### src/rtl/regfile_access_arbiter_if.sv
// Host-request, response and register-file port bundle of the register-file access arbiter.
// The master side is the requesters plus the register file; the slave side is the arbiter.
interface regfile_access_arbiter_if;
    logic [1:0]  req_valid;
    logic [1:0]  req_ready;
    logic [1:0]  req_write;
    logic [15:0] req_addr;
    logic [15:0] req_wdata;
    logic [1:0]  rsp_valid;
    logic        rsp_err;
    logic [7:0]  rsp_rdata;
    logic        rf_write;
    logic        rf_read;
    logic [7:0]  rf_write_addr;
    logic [7:0]  rf_write_data;
    logic [7:0]  rf_read_addr;
    logic [7:0]  rf_read_data;

    modport master (
        output req_valid, req_write, req_addr, req_wdata, rf_read_data,
        input  req_ready, rsp_valid, rsp_err, rsp_rdata,
        input  rf_write, rf_read, rf_write_addr, rf_write_data, rf_read_addr
    );

    modport slave (
        input  req_valid, req_write, req_addr, req_wdata, rf_read_data,
        output req_ready, rsp_valid, rsp_err, rsp_rdata,
        output rf_write, rf_read, rf_write_addr, rf_write_data, rf_read_addr
    );
endinterface

### src/rtl/regfile_access_arbiter.sv
// Round-robin arbiter that shares the register-file port pair between two requesters,
// running one IDLE -> ISSUE -> WAIT -> RESP transaction at a time.
module regfile_access_arbiter #(
    parameter int NUMREGS = 9
) (
    input  logic                     clk,
    input  logic                     reset,
    regfile_access_arbiter_if.slave  bus
);
    typedef enum logic [1:0] {
        ST_IDLE  = 2'd0,
        ST_ISSUE = 2'd1,
        ST_WAIT  = 2'd2,
        ST_RESP  = 2'd3
    } state_t;

    localparam logic [7:0] ADDR_LIMIT = 8'(NUMREGS);

    state_t      state_r;
    logic        rr_last_r;
    logic        own_r;
    logic        wr_r;
    logic        err_r;
    logic        rf_write_r;
    logic        rf_read_r;
    logic [7:0]  rf_write_addr_r;
    logic [7:0]  rf_write_data_r;
    logic [7:0]  rf_read_addr_r;
    logic [1:0]  rsp_valid_r;
    logic        rsp_err_r;
    logic [7:0]  rsp_rdata_r;

    logic        grant_s;
    logic [1:0]  ready_s;
    logic        accept_s;
    logic        sel_write_s;
    logic [7:0]  sel_addr_s;
    logic [7:0]  sel_wdata_s;
    logic        sel_range_ok_s;

    // Grant selection and combinational ready for the granted requester in IDLE.
    always_comb begin
        grant_s = 1'b0;
        case (bus.req_valid)
            2'b01:   grant_s = 1'b0;
            2'b10:   grant_s = 1'b1;
            2'b11:   grant_s = ~rr_last_r;
            default: grant_s = 1'b0;
        endcase

        ready_s = 2'b00;
        if (state_r == ST_IDLE && bus.req_valid != 2'b00) begin
            ready_s = grant_s ? 2'b10 : 2'b01;
        end else begin
            ready_s = 2'b00;
        end

        accept_s       = |(bus.req_valid & ready_s);
        sel_write_s    = grant_s ? bus.req_write[1]    : bus.req_write[0];
        sel_addr_s     = grant_s ? bus.req_addr[15:8]  : bus.req_addr[7:0];
        sel_wdata_s    = grant_s ? bus.req_wdata[15:8] : bus.req_wdata[7:0];
        sel_range_ok_s = (sel_addr_s < ADDR_LIMIT);
    end

    // Transaction FSM; strobes and address outputs are loaded on accept so they are live in ISSUE.
    always_ff @(posedge clk or posedge reset) begin
        if (reset) begin
            state_r         <= ST_IDLE;
            rr_last_r       <= 1'b1;
            own_r           <= 1'b0;
            wr_r            <= 1'b0;
            err_r           <= 1'b0;
            rf_write_r      <= 1'b0;
            rf_read_r       <= 1'b0;
            rf_write_addr_r <= 8'h00;
            rf_write_data_r <= 8'h00;
            rf_read_addr_r  <= 8'h00;
            rsp_valid_r     <= 2'b00;
            rsp_err_r       <= 1'b0;
            rsp_rdata_r     <= 8'h00;
        end else begin
            case (state_r)
                ST_IDLE: begin
                    if (accept_s) begin
                        own_r     <= grant_s;
                        wr_r      <= sel_write_s;
                        err_r     <= ~sel_range_ok_s;
                        rr_last_r <= grant_s;
                        if (sel_range_ok_s && sel_write_s) begin
                            rf_write_r      <= 1'b1;
                            rf_write_addr_r <= sel_addr_s;
                            rf_write_data_r <= sel_wdata_s;
                        end else if (sel_range_ok_s) begin
                            rf_read_r      <= 1'b1;
                            rf_read_addr_r <= sel_addr_s;
                        end else begin
                            rf_write_r <= 1'b0;
                            rf_read_r  <= 1'b0;
                        end
                        state_r <= ST_ISSUE;
                    end else begin
                        state_r <= ST_IDLE;
                    end
                end
                ST_ISSUE: begin
                    rf_write_r <= 1'b0;
                    rf_read_r  <= 1'b0;
                    state_r    <= ST_WAIT;
                end
                ST_WAIT: begin
                    // Regfile readback arrives one cycle after the read strobe.
                    rsp_rdata_r <= (!wr_r && !err_r) ? bus.rf_read_data : 8'h00;
                    rsp_valid_r <= own_r ? 2'b10 : 2'b01;
                    rsp_err_r   <= err_r;
                    state_r     <= ST_RESP;
                end
                ST_RESP: begin
                    rsp_valid_r <= 2'b00;
                    rsp_err_r   <= 1'b0;
                    state_r     <= ST_IDLE;
                end
                default: begin
                    state_r <= ST_IDLE;
                end
            endcase
        end
    end

    assign bus.req_ready     = ready_s;
    assign bus.rsp_valid     = rsp_valid_r;
    assign bus.rsp_err       = rsp_err_r;
    assign bus.rsp_rdata     = rsp_rdata_r;
    assign bus.rf_write      = rf_write_r;
    assign bus.rf_read       = rf_read_r;
    assign bus.rf_write_addr = rf_write_addr_r;
    assign bus.rf_write_data = rf_write_data_r;
    assign bus.rf_read_addr  = rf_read_addr_r;
endmodule

### src/flat_wrapper.sv
// flat-port wrapper written by rule: the top's interface ports become plain ports
module regfile_access_arbiter_flat 
#(
    parameter int NUMREGS = 9
)
  (clk, reset, bus_req_valid, bus_req_write, bus_req_addr, bus_req_wdata, bus_rf_read_data, bus_req_ready, bus_rsp_valid, bus_rsp_err, bus_rsp_rdata, bus_rf_write, bus_rf_read, bus_rf_write_addr, bus_rf_write_data, bus_rf_read_addr);
  regfile_access_arbiter_if bus_i ();
  input  logic clk;
  input  logic reset;
  input wire logic [$bits(bus_i.req_valid)-1:0] bus_req_valid;
  input wire logic [$bits(bus_i.req_write)-1:0] bus_req_write;
  input wire logic [$bits(bus_i.req_addr)-1:0] bus_req_addr;
  input wire logic [$bits(bus_i.req_wdata)-1:0] bus_req_wdata;
  input wire logic [$bits(bus_i.rf_read_data)-1:0] bus_rf_read_data;
  output wire logic [$bits(bus_i.req_ready)-1:0] bus_req_ready;
  output wire logic [$bits(bus_i.rsp_valid)-1:0] bus_rsp_valid;
  output wire logic [$bits(bus_i.rsp_err)-1:0] bus_rsp_err;
  output wire logic [$bits(bus_i.rsp_rdata)-1:0] bus_rsp_rdata;
  output wire logic [$bits(bus_i.rf_write)-1:0] bus_rf_write;
  output wire logic [$bits(bus_i.rf_read)-1:0] bus_rf_read;
  output wire logic [$bits(bus_i.rf_write_addr)-1:0] bus_rf_write_addr;
  output wire logic [$bits(bus_i.rf_write_data)-1:0] bus_rf_write_data;
  output wire logic [$bits(bus_i.rf_read_addr)-1:0] bus_rf_read_addr;
  assign bus_i.req_valid = bus_req_valid;
  assign bus_i.req_write = bus_req_write;
  assign bus_i.req_addr = bus_req_addr;
  assign bus_i.req_wdata = bus_req_wdata;
  assign bus_i.rf_read_data = bus_rf_read_data;
  assign bus_req_ready = bus_i.req_ready;
  assign bus_rsp_valid = bus_i.rsp_valid;
  assign bus_rsp_err = bus_i.rsp_err;
  assign bus_rsp_rdata = bus_i.rsp_rdata;
  assign bus_rf_write = bus_i.rf_write;
  assign bus_rf_read = bus_i.rf_read;
  assign bus_rf_write_addr = bus_i.rf_write_addr;
  assign bus_rf_write_data = bus_i.rf_write_data;
  assign bus_rf_read_addr = bus_i.rf_read_addr;
  regfile_access_arbiter #(.NUMREGS(NUMREGS)) u_core (.clk(clk), .reset(reset), .bus(bus_i));
endmodule
### config.mk
export PLATFORM = sky130hd
export DESIGN_NAME = regfile_access_arbiter_flat
export DESIGN_NICKNAME = d
export VERILOG_FILES = /design/src/rtl/regfile_access_arbiter_if.sv /design/src/rtl/regfile_access_arbiter.sv /design/src/flat_wrapper.sv
export SDC_FILE = /design/constraint.sdc
export NUM_CORES = 1
export LEC_CHECK = 0
export ABC_AREA = 1
export CAP_MARGIN = 20
export CORE_MARGIN = 2
export CORE_UTILIZATION = 40
export CTS_CLUSTER_DIAMETER = 50
export DETAILED_ROUTE_END_ITERATION = 10
export GPL_ROUTABILITY_DRIVEN = 0
export PLACE_DENSITY_LB_ADDON = 0.15
export SLEW_MARGIN = 20
export SYNTH_ARGS = -nofsm -noshare
export SYNTH_HDL_FRONTEND = slang
export SYNTH_SLANG_ARGS = --single-unit
### constraint.sdc
create_clock -name clk -period 2.3 [get_ports clk]
set_clock_uncertainty 0.1 [all_clocks]
set_input_delay 0.46 -clock clk [delete_from_list [all_inputs] [get_ports clk]]
set_output_delay 0.46 -clock clk [all_outputs]
set_load 0.005 [all_outputs]
==> reports/results.txt <==
final hold viol count - 0
post-placement cell area - 3140 sq um
RR Startpoint - u_core.rr_last_r
Routed Wire Length - 4900 um
largest net degree at the start of global routing - 29
remaining global-route overflow - 0
first-pass GRT wire length - 8450 um
synthesized area - 2140 sq um
Root Driver - clkbuf_8
layout cells sized above 1 - 20.7%
PortBufs - 84
critical path arrival - 2.21 ns
FF-to-FF End - u_core.bus.rf_read_addr[1]
Adder-Cell Fraction of Synth Area - 2.93%
Horiz. Die Dim - 77.1 um
R2R setup slack - 0.25 ns
Slew headroom - 66.5%
leakage - 1.64 nW
Nets - 378
CTS H-tree depth - 2
DR DRC count - 0
Clock Sinks - 43
vias in the first global route - 1,843
fin crit period - 2.13 ns
clk buf depth - 2
status - complete, no violations
RSZ-0062 raised after global routing - false
cell count after synthesis - 228
most common cell after layout, fill and taps aside - clkdlybuf4s50_1
HPWL Detailed - 3740 um
Design Area, Final - 3250 sq um
sequential share of the synthesized area - 50.4%
post-synthesis register bit count - 43
buffers inserted by post-CTS timing repair - 0
commonest cells after routing, fill and taps aside - 81 x clkdlybuf4s50_1, 59 x nand2_1, 42 x dfrtp_1, 21 x inv_1, 16 x nand2_2
Via density - 4.49
DR iter-0 viols - 78
Diodes inserted - 0
multiplexer area fraction after synthesis - 3.75%
post-synth net total - 279
core footprint - 5140 sq um
number of cells upsized or downsized after cts - 4
synth unique cells - 30
CTS tree - built
FP Rows - 26
simple-gate portion of the synthesized area - 27.2%
Maximum Capacitance Violations - 0
largest fanout on the critical path - 12
power per cell area - 821 nW/um^2
layout filler cell count - 479
CP startpoint kind - input pin
antenna-violating nets left - 0
min-delay worst type - input pin to asynchronous set/reset pin
die height - 77.1 um
detailed-route via count - 1,789
WP data required - 2.39 ns
hold buffers post-CTS - 0
fin. max-slew vios - 0
Initial Utilization - 41.6%
Wirelength per Cell - 12.3 um
syn_area_per_cell - 9.37 sq um
clock buffer count from CTS - 5
initial antenna violation count - 0
synthesis warning total - 0
drt pass-1 iters - 5
class of the most critical setup path - input pin to flop
Synth Area in XOR/XNOR - 0%
Top-Level Pins - 85
Skew-Pair Late Insertion Delay - 0.30 ns
largest family of logic cells by synthesized area - simple AND/OR/NAND/NOR gates
die area - 5940 sq um
Worst-Margin Slew - 0.501 ns
critical path capture point type - flop
fin crit share - 92.4%
Setup violations, final - 0
r2r worst-path depth - 10
Area Overhead vs Synth - 52.2%
Clock transition at path regs - 0.08 ns
overall power - 0.00267 W
GR Util All Layers - 18.0%
Compound-Gate Fraction of Synth Area - 7.96%
peak supply drop - 0.475 mV
fmax - 0.470 GHz
## cell families (layout without fill, tap and decap cells)
| kind of cell | Yosys count | count (layout) |
|---|---|---|
| AND/OR/NAND/NOR | 112 | 112 |
| flip-flops | 43 | 43 |
| buffers and inverters | 36 | 136 |
| AO/OA/AOI/OAI | 24 | 24 |
| multiplexers | 8 | 8 |
| adder cells (fa/ha/maj) | 5 | 5 |
## how the worst max path moves through the flow
| stage | end | slack [ns] | start |
|---|---|---|---|
| finish | u_core.bus.rf_read_addr[1] | 0.17 | bus_req_valid[1] |
| global route | u_core.bus.rf_read_addr[2] | 0.003 | bus_req_valid[1] |
| CTS | u_core.bus.rf_read_addr[3] | 0.18 | bus_req_valid[1] |
| detailed placement | u_core.bus.rf_read_addr[3] | -0.21 | bus_req_valid[0] |
| global placement | u_core.bus.rf_read_addr[0] | -0.12 | bus_req_valid[0] |
| floorplan | u_core.bus.rf_write_addr[1] | 0.58 | u_core.rr_last_r |
## worst max-delay path, cell delays in order
cell and delay, ns:
clkdlybuf4s50_1 0.39, buf_4 0.16, nand2_8 0.09, buf_4 0.23, nand2_1 0.08, nand2_1 0.07
nand2_2 0.09, nor2_8 0.15, nand4_2 0.29, nand2_1 0.13, o21ai_1 0.07
## synthesized netlist by cell type
library cell  number  share of area (%)
nand2_1           59                 10
dfrtp_1           42                 49
inv_1             22                3.9
nand2_2           16                4.7
nand3_1           14                3.3
o21ai_2           13                5.3
nor2_1             9                1.6
mux2i_1            8                3.7
inv_2              7                1.2
ha_1               5                2.9
nand3b_1           5                1.8
o21ai_0            4               0.94
o21ai_1            4               0.94
a21oi_1            2               0.47
buf_6              2                1.1
nand2_4            2                1.1
a31oi_1            1               0.29
buf_2              1               0.23
buf_4              1               0.35
buf_8              1               0.70
clkbuf_1           1               0.18
clkinv_1           1               0.18
dfstp_2            1                1.2
nand2_8            1               0.94
nand3_2            1               0.47
nand4_1            1               0.29
nand4_2            1               0.59
nand4_4            1                1.0
nor2_8             1               0.94
nor3_1             1               0.23
## flip-flops by register name, indices dropped and copies added (netlist names), 2 cells and up
signal / flops
u_core.bus.rsp_valid: 2
u_core.state_r: 2
u_core.bus.rf_write_addr: 8
u_core.bus.rf_read_addr: 8
u_core.bus.rsp_rdata: 8
u_core.bus.rf_write_data: 8
## routing by layer
layer / vias to the layer above / GRT usage, % / part of all wire, %
li1: 912 / - / -
met1: 825 / 22.0 / 44
met2: 46 / 29.9 / 49
met3: 6 / 5.76 / 5.9
met4: 0 / 6.25 / 1.4
met5: - / 0 / 0
## area by class of cell
type / count / area, sq um / share of cell area, %
inverter: 30 / 113 / 3.46
clock buffer: 5 / 68.8 / 2.12
multi-input combinational: 149 / 896 / 27.5
sequential: 43 / 1080 / 33.1
tap: 70 / 87.6 / 2.69
clock inverter: 3 / 43.8 / 1.35
timing repair buffer: 98 / 967 / 29.7
## where the power goes
| group | internal (W) | switching (W) | total, W | leakage, nW |
|---|---|---|---|---|
| clock network | 0.000323 | 0.000268 | 0.000592 | 0.0581 |
| registers | 0.000931 | 0.0000968 | 0.00103 | 0.574 |
| logic | 0.000538 | 0.000512 | 0.00105 | 1.00 |
| total | 0.00179 | 0.000877 | 0.00267 | 1.64 |
## per-stage QoR
step	worst slack [ns]	hold slack (ns)	utilization [%]	instances	TNS (ns)
floorplan	0.576	0.354	-	228	0
finish	0.175	0.355	63.3	398	0
global route	0.00312	0.379	63.3	398	0
CTS	0.175	0.362	63.3	398	0
global placement	-0.123	0.355	61.1	390	-2.27
detailed placement	-0.206	0.356	61.1	390	-3.73
(Power assumes the default switching activity.)
